File: src/rtl/fifo_sync_flags.sv
// Synchronous FIFO with occupancy count, threshold flags and sticky error flags.
//
// Parameters:
//   DEPTH      - entry count (power of two, >= 2)
//   DATA_WIDTH - bits per entry
//   AF_THRESH  - almost_full_o asserts when count >= AF_THRESH (1..DEPTH)
//   AE_THRESH  - almost_empty_o asserts when count <= AE_THRESH (0..DEPTH-1)
//
// Ports:
//   clk_i, rst_ni        - clock, synchronous active-low reset
//   wr_en, data_i        - write request and write data
//   rd_en                - read request
//   clr_err_i            - clears overflow_o / underflow_o
//   data_o, rvalid_o     - registered read data, valid for the cycle after an accepted read
//   full_o, empty_o      - occupancy == DEPTH / == 0 (full_o is forced high while in reset)
//   almost_full_o/_empty - threshold flags
//   count_o              - occupancy 0..DEPTH
//   overflow_o           - sticky: write attempted while full
//   underflow_o          - sticky: read attempted while empty
module fifo_sync_flags #(
  parameter int unsigned DEPTH      = 16,
  parameter int unsigned DATA_WIDTH = 8,
  parameter int unsigned AF_THRESH  = DEPTH - 2,
  parameter int unsigned AE_THRESH  = 2
) (
  input  logic                     clk_i,
  input  logic                     rst_ni,
  input  logic                     wr_en,
  input  logic [DATA_WIDTH-1:0]    data_i,
  input  logic                     rd_en,
  input  logic                     clr_err_i,
  output logic [DATA_WIDTH-1:0]    data_o,
  output logic                     rvalid_o,
  output logic                     full_o,
  output logic                     empty_o,
  output logic                     almost_full_o,
  output logic                     almost_empty_o,
  output logic [$clog2(DEPTH):0]   count_o,
  output logic                     overflow_o,
  output logic                     underflow_o
);

  localparam int unsigned PtrW = $clog2(DEPTH);
  localparam logic [PtrW:0] AfLvl = AF_THRESH[PtrW:0];
  localparam logic [PtrW:0] AeLvl = AE_THRESH[PtrW:0];

  // Pointers carry one extra wrap bit above the index.
  logic [PtrW:0]           wr_ptr_q, wr_ptr_d;
  logic [PtrW:0]           rd_ptr_q, rd_ptr_d;
  logic [PtrW:0]           count_q, count_d;
  logic [DATA_WIDTH-1:0]   data_q, data_d;
  logic                    rvalid_q, rvalid_d;
  logic                    overflow_q, overflow_d;
  logic                    underflow_q, underflow_d;
  logic [DATA_WIDTH-1:0]   mem_q [DEPTH];

  logic ptr_full, ptr_empty;
  logic wr_acc, rd_acc;

  assign ptr_full  = (wr_ptr_q[PtrW-1:0] == rd_ptr_q[PtrW-1:0]) &&
                     (wr_ptr_q[PtrW] != rd_ptr_q[PtrW]);
  assign ptr_empty = (wr_ptr_q == rd_ptr_q);

  // Holding full high during reset blocks writes in the reset cycle.
  assign full_o         = ptr_full | ~rst_ni;
  assign empty_o        = ptr_empty;
  assign almost_full_o  = (count_q >= AfLvl);
  assign almost_empty_o = (count_q <= AeLvl);
  assign count_o        = count_q;
  assign data_o         = data_q;
  assign rvalid_o       = rvalid_q;
  assign overflow_o     = overflow_q;
  assign underflow_o    = underflow_q;

  // Acceptance uses the flags as registered before the edge.
  assign wr_acc = wr_en & ~full_o;
  assign rd_acc = rd_en & ~empty_o;

  always_comb begin
    wr_ptr_d    = wr_ptr_q;
    rd_ptr_d    = rd_ptr_q;
    count_d     = count_q;
    data_d      = data_q;
    rvalid_d    = rd_acc;
    overflow_d  = overflow_q;
    underflow_d = underflow_q;

    if (wr_acc) wr_ptr_d = wr_ptr_q + 1'b1;
    if (rd_acc) begin
      rd_ptr_d = rd_ptr_q + 1'b1;
      data_d   = mem_q[rd_ptr_q[PtrW-1:0]];
    end

    unique case ({wr_acc, rd_acc})
      2'b10:   count_d = count_q + 1'b1;
      2'b01:   count_d = count_q - 1'b1;
      default: count_d = count_q;
    endcase

    // A new error in the same cycle takes priority over the clear.
    if (clr_err_i) begin
      overflow_d  = 1'b0;
      underflow_d = 1'b0;
    end
    if (wr_en && full_o)   overflow_d  = 1'b1;
    if (rd_en && empty_o)  underflow_d = 1'b1;
  end

  always_ff @(posedge clk_i) begin
    if (!rst_ni) begin
      wr_ptr_q    <= '0;
      rd_ptr_q    <= '0;
      count_q     <= '0;
      data_q      <= '0;
      rvalid_q    <= 1'b0;
      overflow_q  <= 1'b0;
      underflow_q <= 1'b0;
    end else begin
      wr_ptr_q    <= wr_ptr_d;
      rd_ptr_q    <= rd_ptr_d;
      count_q     <= count_d;
      data_q      <= data_d;
      rvalid_q    <= rvalid_d;
      overflow_q  <= overflow_d;
      underflow_q <= underflow_d;
    end
  end

  // Storage is deliberately not reset.
  always_ff @(posedge clk_i) begin
    if (wr_acc) mem_q[wr_ptr_q[PtrW-1:0]] <= data_i;
  end

endmodule

File: config.mk
export PLATFORM = sky130hd
export DESIGN_NAME = fifo_sync_flags
export DESIGN_NICKNAME = d
export VERILOG_FILES = /design/src/rtl/fifo_sync_flags.sv
export SDC_FILE = /design/constraint.sdc
export NUM_CORES = 1
export LEC_CHECK = 0
export ABC_AREA = 0
export CORE_MARGIN = 5
export CORE_UTILIZATION = 45
export DETAILED_ROUTE_END_ITERATION = 7
export GPL_TIMING_DRIVEN = 0
export PLACE_DENSITY = 0.65
export SLEW_MARGIN = 10
export SYNTH_ARGS = -nofsm -noshare
export SYNTH_HDL_FRONTEND = slang
export SYNTH_SLANG_ARGS = --single-unit
File: constraint.sdc
create_clock -name clk_i -period 8.8 [get_ports clk_i]
set_clock_uncertainty 0.2 [all_clocks]
set_input_delay 1.76 -clock clk_i [delete_from_list [all_inputs] [get_ports clk_i]]
set_output_delay 1.76 -clock clk_i [all_outputs]
set_load 0.03 [all_outputs]
---- Word-level counts from Yosys, hierarchy flattened ----
Memories as Yosys holds them, arrays and structs flattened. A register that Yosys moved wholly into a read port is not among the register bits.
Cells that the tools add are included.
storage, ports and cells
  register bits ........................... 18
  bits in writable memories ............... 128
  bits of input ports ..................... 13
  output and inout bits ................... 20
  logic and storage cells ................. 37
  memories ................................ 1
memory list
  memory  words  width  read ports  clocked after Yosys merged registers in  wr ports  line  RTL
  mem_q   16     8      1           1                                        1         55    logic [DATA_WIDTH-1:0] mem_q [DEPTH];
cells by class
  $add $sub $neg .......................... 4
  order comparisons ....................... 2
  equality and inequality tests ........... 5
  mux-type cells .......................... 6
  bitwise operators ....................... 6
  reductions and logical operators ........ 7
operators by type and width
  kind                   number
  $add A5 B1 Y5 const B  3
  $pmux W5 S2            1
  $reduce_bool A2 Y1     3
  $eq A5 B5 Y1           1
  $ge A5 B4 Y1 const B   1
  $le A5 B2 Y1 const B   1
  $mux W1                5
  $sub A5 B1 Y5 const B  1
  $eq A4 B4 Y1           1
  $logic_and A1 B1 Y1    3
  $not A1 Y1             3
  $and A1 B1 Y1          2
  $eq A2 B1 Y1 const B   1
  $eq A2 B2 Y1 const B   1
  $logic_not A1 Y1       1
  $ne A1 B1 Y1           1
  $or A1 B1 Y1           1

---- Logic depth before layout (Yosys ltp) ----
  word-level depth ........................ 7
  gate-level depth with buffers ........... 14
  depth with buffers taken out ............ 11

---- Worst setup path before layout ----
OpenSTA, ideal clock, no wires.
  path kind ............................... in2out
  from .................................... input rst_ni
  to ...................................... output full_o
  arrival time ............................ 2252 ps
  required time ........................... 6840 ps
  setup slack ............................. 4588 ps
  cell stages on the path ................. 2
  buffers on the path ..................... 1
  path through ............................ clkbuf_1 > nand2_1
between the ends
  word-level cells in the longest chain between the ends .. 2
RTL lines
  what          line  RTL
  from (decl)   27    input logic rst_ni,
  $not A1 Y1    65    assign full_o = ptr_full | ~rst_ni;
  $or A1 B1 Y1  65
  to (decl)     34    output logic full_o,
No other way between the ends.

---- Final worst setup path ----
Same ends and word-level chain as after synthesis.

==> flow_metrics.env <==
export IMPL_synth_xor_area_share=0.0205
export IMPL_syn_inst=382
export IMPL_worst_slack_ps=3500
export IMPL_status="completed"
export IMPL_yosysWarningCount=0
export IMPL_cap_violations=0
export IMPL_crit_type="in2out"
export IMPL_peakVddDrop_mv=0.243
export IMPL_hpwl_um=8380
export IMPL_hold_class="reg2reg"
export IMPL_postSynthAreaPerCell_um2=16.8
export IMPL_cp_common_cell="clkdlybuf4s50_1"
export IMPL_yosysUniqueCellTypes=44
export IMPL_final_layout_size_suffix_gt1_frac=0.204
export IMPL_hold_viol=0
export IMPL_ctsHoldBuffers=0
export IMPL_drc=0
export IMPL_coreArea_mm2=0.0139
export IMPL_start_kind="primary input"
export IMPL_final_area_mm2=0.00756
export IMPL_via_per_inst=5.49
export IMPL_drtIter0Drc=356
export IMPL_syn_area_mm2=0.00641
export IMPL_gp_congestion=0.799
export IMPL_synth_top_cell_by_area="edfxtp_1"
export IMPL_port_buffers=32
export IMPL_routedWlPerCell_um=20.6
export IMPL_placed_cell_area_mm2=0.00696
export IMPL_start_util=0.460
export IMPL_area_delta_synth_final_pct=17.9
export IMPL_synth_nets=405
export IMPL_cp_required_ps=6840
export IMPL_setup_viol=0
export IMPL_antenna_found_initial=0
export IMPL_fmax_ghz=0.189
export IMPL_synth_top_area_frac=0.600
export IMPL_relSlewSlack=0.171
export IMPL_grt_pass1_wl_um=19800
export IMPL_clkTransAtPathRegs_ps=60
export IMPL_grt_ovfl_total=0
export IMPL_muxShareOfSynthArea=0.121
export IMPL_placementRows=43
export IMPL_die_area_mm2=0.0167
export IMPL_slowest_stage="clkdlybuf4s50_1"
export IMPL_post_route_period_util=0.602
export IMPL_die_y_um=129
export IMPL_synth_compound_area_share=0.0544
export IMPL_cp_cell_sequence="clkdlybuf4s50_1 > clkbuf_1 > nand2_1 > clkdlybuf4s50_1"
export IMPL_p_per_area_mw_per_mm2=240
export IMPL_cts_num_sinks=154
export IMPL_dr_pass1_iters=5
export IMPL_path_delay_family="buffers and inverters"
export IMPL_cts_buffers=17
export IMPL_cts_root_buf="clkbuf_16"
export IMPL_cts_tree="done"
export IMPL_htreeDepth=4
export IMPL_end_kind="output port"
export IMPL_layout_nets=456
export IMPL_yosysSeqAreaShare=0.681
export IMPL_grt_max_degree=17
export IMPL_max_stage_delay_ps=620
export IMPL_whs_ps=332
export IMPL_clk_latency_ps=420
export IMPL_postCtsSetupBuffers=0
export IMPL_rsz0062_at_grt="false"
export IMPL_ant_nets=0
export IMPL_worst_slew_pin_slew_ps=1230
export IMPL_synth_area_top_cells="edfxtp_1 (60%), dfxtp_1 (8.1%), mux4_2 (7.7%), mux2_2 (2.8%), ha_1 (1.8%)"
export IMPL_cts_resized=0
export IMPL_crit_buf_inv=3
export IMPL_synth_simple_gate_area_frac=0.0658
export IMPL_synth_fa_ha_area_frac=0.0207
export IMPL_crit_arrival_ps=3340
export IMPL_post_place_ws_ps=3480
export IMPL_finalMaxSlewViolations=0
export IMPL_ys_ff_latch=154
export IMPL_die_width_um=129
export IMPL_synth_top_family_by_area="multiplexers"
export IMPL_routed_wl_um=12900
export IMPL_post_route_min_period_ps=5300
export IMPL_rrSetupSlack_ps=5400
export IMPL_vias=3435
export IMPL_clockBufferDepth=2
export IMPL_antenna_cells=0
export IMPL_grt_pass1_vias=3446
export IMPL_tns_ps=0
export IMPL_grt_use_total=0.165
export IMPL_p_leak_nw=2.61
export IMPL_pin_count=33
export IMPL_path_max_fanout=10
## cells in the final DEF, fill, tap and decap left out, types with 11 or more instances in the layout
cell / count
clkdlybuf4s50_1: 32
mux4_2: 22
and2_1: 11
nor2b_1: 14
clkbuf_16: 17
nand2_1: 13
o21ai_0: 11
mux2_2: 16
and3_1: 14
xor2_1: 11
a21oi_1: 22
edfxtp_1: 128
dfxtp_1: 26
## per-stage QoR
step           instances  power, mW  utilization
3_3_place_gp         594       1.10        0.499
4_1_cts              626       1.83        0.542
6_report             626       1.82        0.542
3_5_place_dp         594       1.10        0.499
2_1_floorplan        382       1.01            -
5_1_grt              626       1.88        0.542
## cell families (layout without fill, tap and decap cells)
kind of cell,after synthesis,in the layout
xor+xnor,15,15
fa+ha+maj,10,10
buf+inv,28,92
compound gates,58,58
simple gates,72,72
mux,45,45
flops,154,154
## cells in the mapped netlist
cell type and instances:
o21ai_1 1, and2b_1 1, edfxtp_1 128, or2b_2 1
buf_12 1, a21o_1 2, o22ai_1 8, clkbuf_4 1
a211oi_1 8, and4_1 1, dfxtp_1 26, a31o_2 1
clkbuf_1 6, ha_1 9, nand2_1 13, buf_6 4
nand4_1 2, xnor2_1 4, or3_1 1, buf_4 1
o21ai_0 11, a21boi_0 1, a2111oi_0 1, clkbuf_8 7
a21oi_1 22, buf_2 4, mux4_2 22, xor2_1 11
mux4_1 2, nor2_1 2, nor4_4 1, mux2i_1 5
and3_1 14, and2_1 11, nand3_1 1, mux2_2 16
a21oi_2 1, a32oi_1 1, a21boi_2 1, inv_1 4
fa_1 1, nor2b_1 14, nand2b_1 1, nor3_1 9
## flip-flops by register name, summed over array words and instances, names as in the netlist
| register | cells |
|---|---|
| mem_q | 128 |
| wr_ptr_q | 5 |
| rvalid_o | 1 |
| overflow_o | 1 |
| rd_ptr_q | 5 |
| underflow_o | 1 |
| data_o | 8 |
| count_o | 5 |
## final timing paths
check / endpoint / start / cells past startpoint
worst max-delay path: full_o / rst_ni / 4
worst min-delay path: count_o[4]$_SDFFE_PN0P_ / count_o[4]$_SDFFE_PN0P_ / 2
worst max register to register: count_o[4]$_SDFFE_PN0P_ / rd_ptr_q[3]$_SDFFE_PN0P_ / 14
worst min register to register: count_o[4]$_SDFFE_PN0P_ / count_o[4]$_SDFFE_PN0P_ / 2
## cell type report
cell class	instances	area, um^2
plain buffers	24	219
fillers	1101	6380
flip-flops and latches	154	4360
well taps	180	225
inverters	4	15.0
clock buffers	17	425
repair buffers	32	320
clock inverters	15	175
multi-input cells	200	1810
## tightest hold or removal path, stage by stage (launching register included)
cell and delay, ps:
dfxtp_1 340, o21ai_0 80, a21boi_0 70
## routing by layer
layer,share of wire,track usage,vias to the layer above
li1,-,-,1598
met1,0.44,0.220,1714
met2,0.49,0.266,110
met3,0.061,0.0528,13
met4,0.012,0.0445,0
met5,0,0,-
## where the power goes
group,internal (mW),switching [mW],total [mW]
combinational,0.113,0.147,0.260
clock,0.446,0.285,0.731
sequential,0.810,0.0169,0.827
Power figures use the tool's default switching activity.
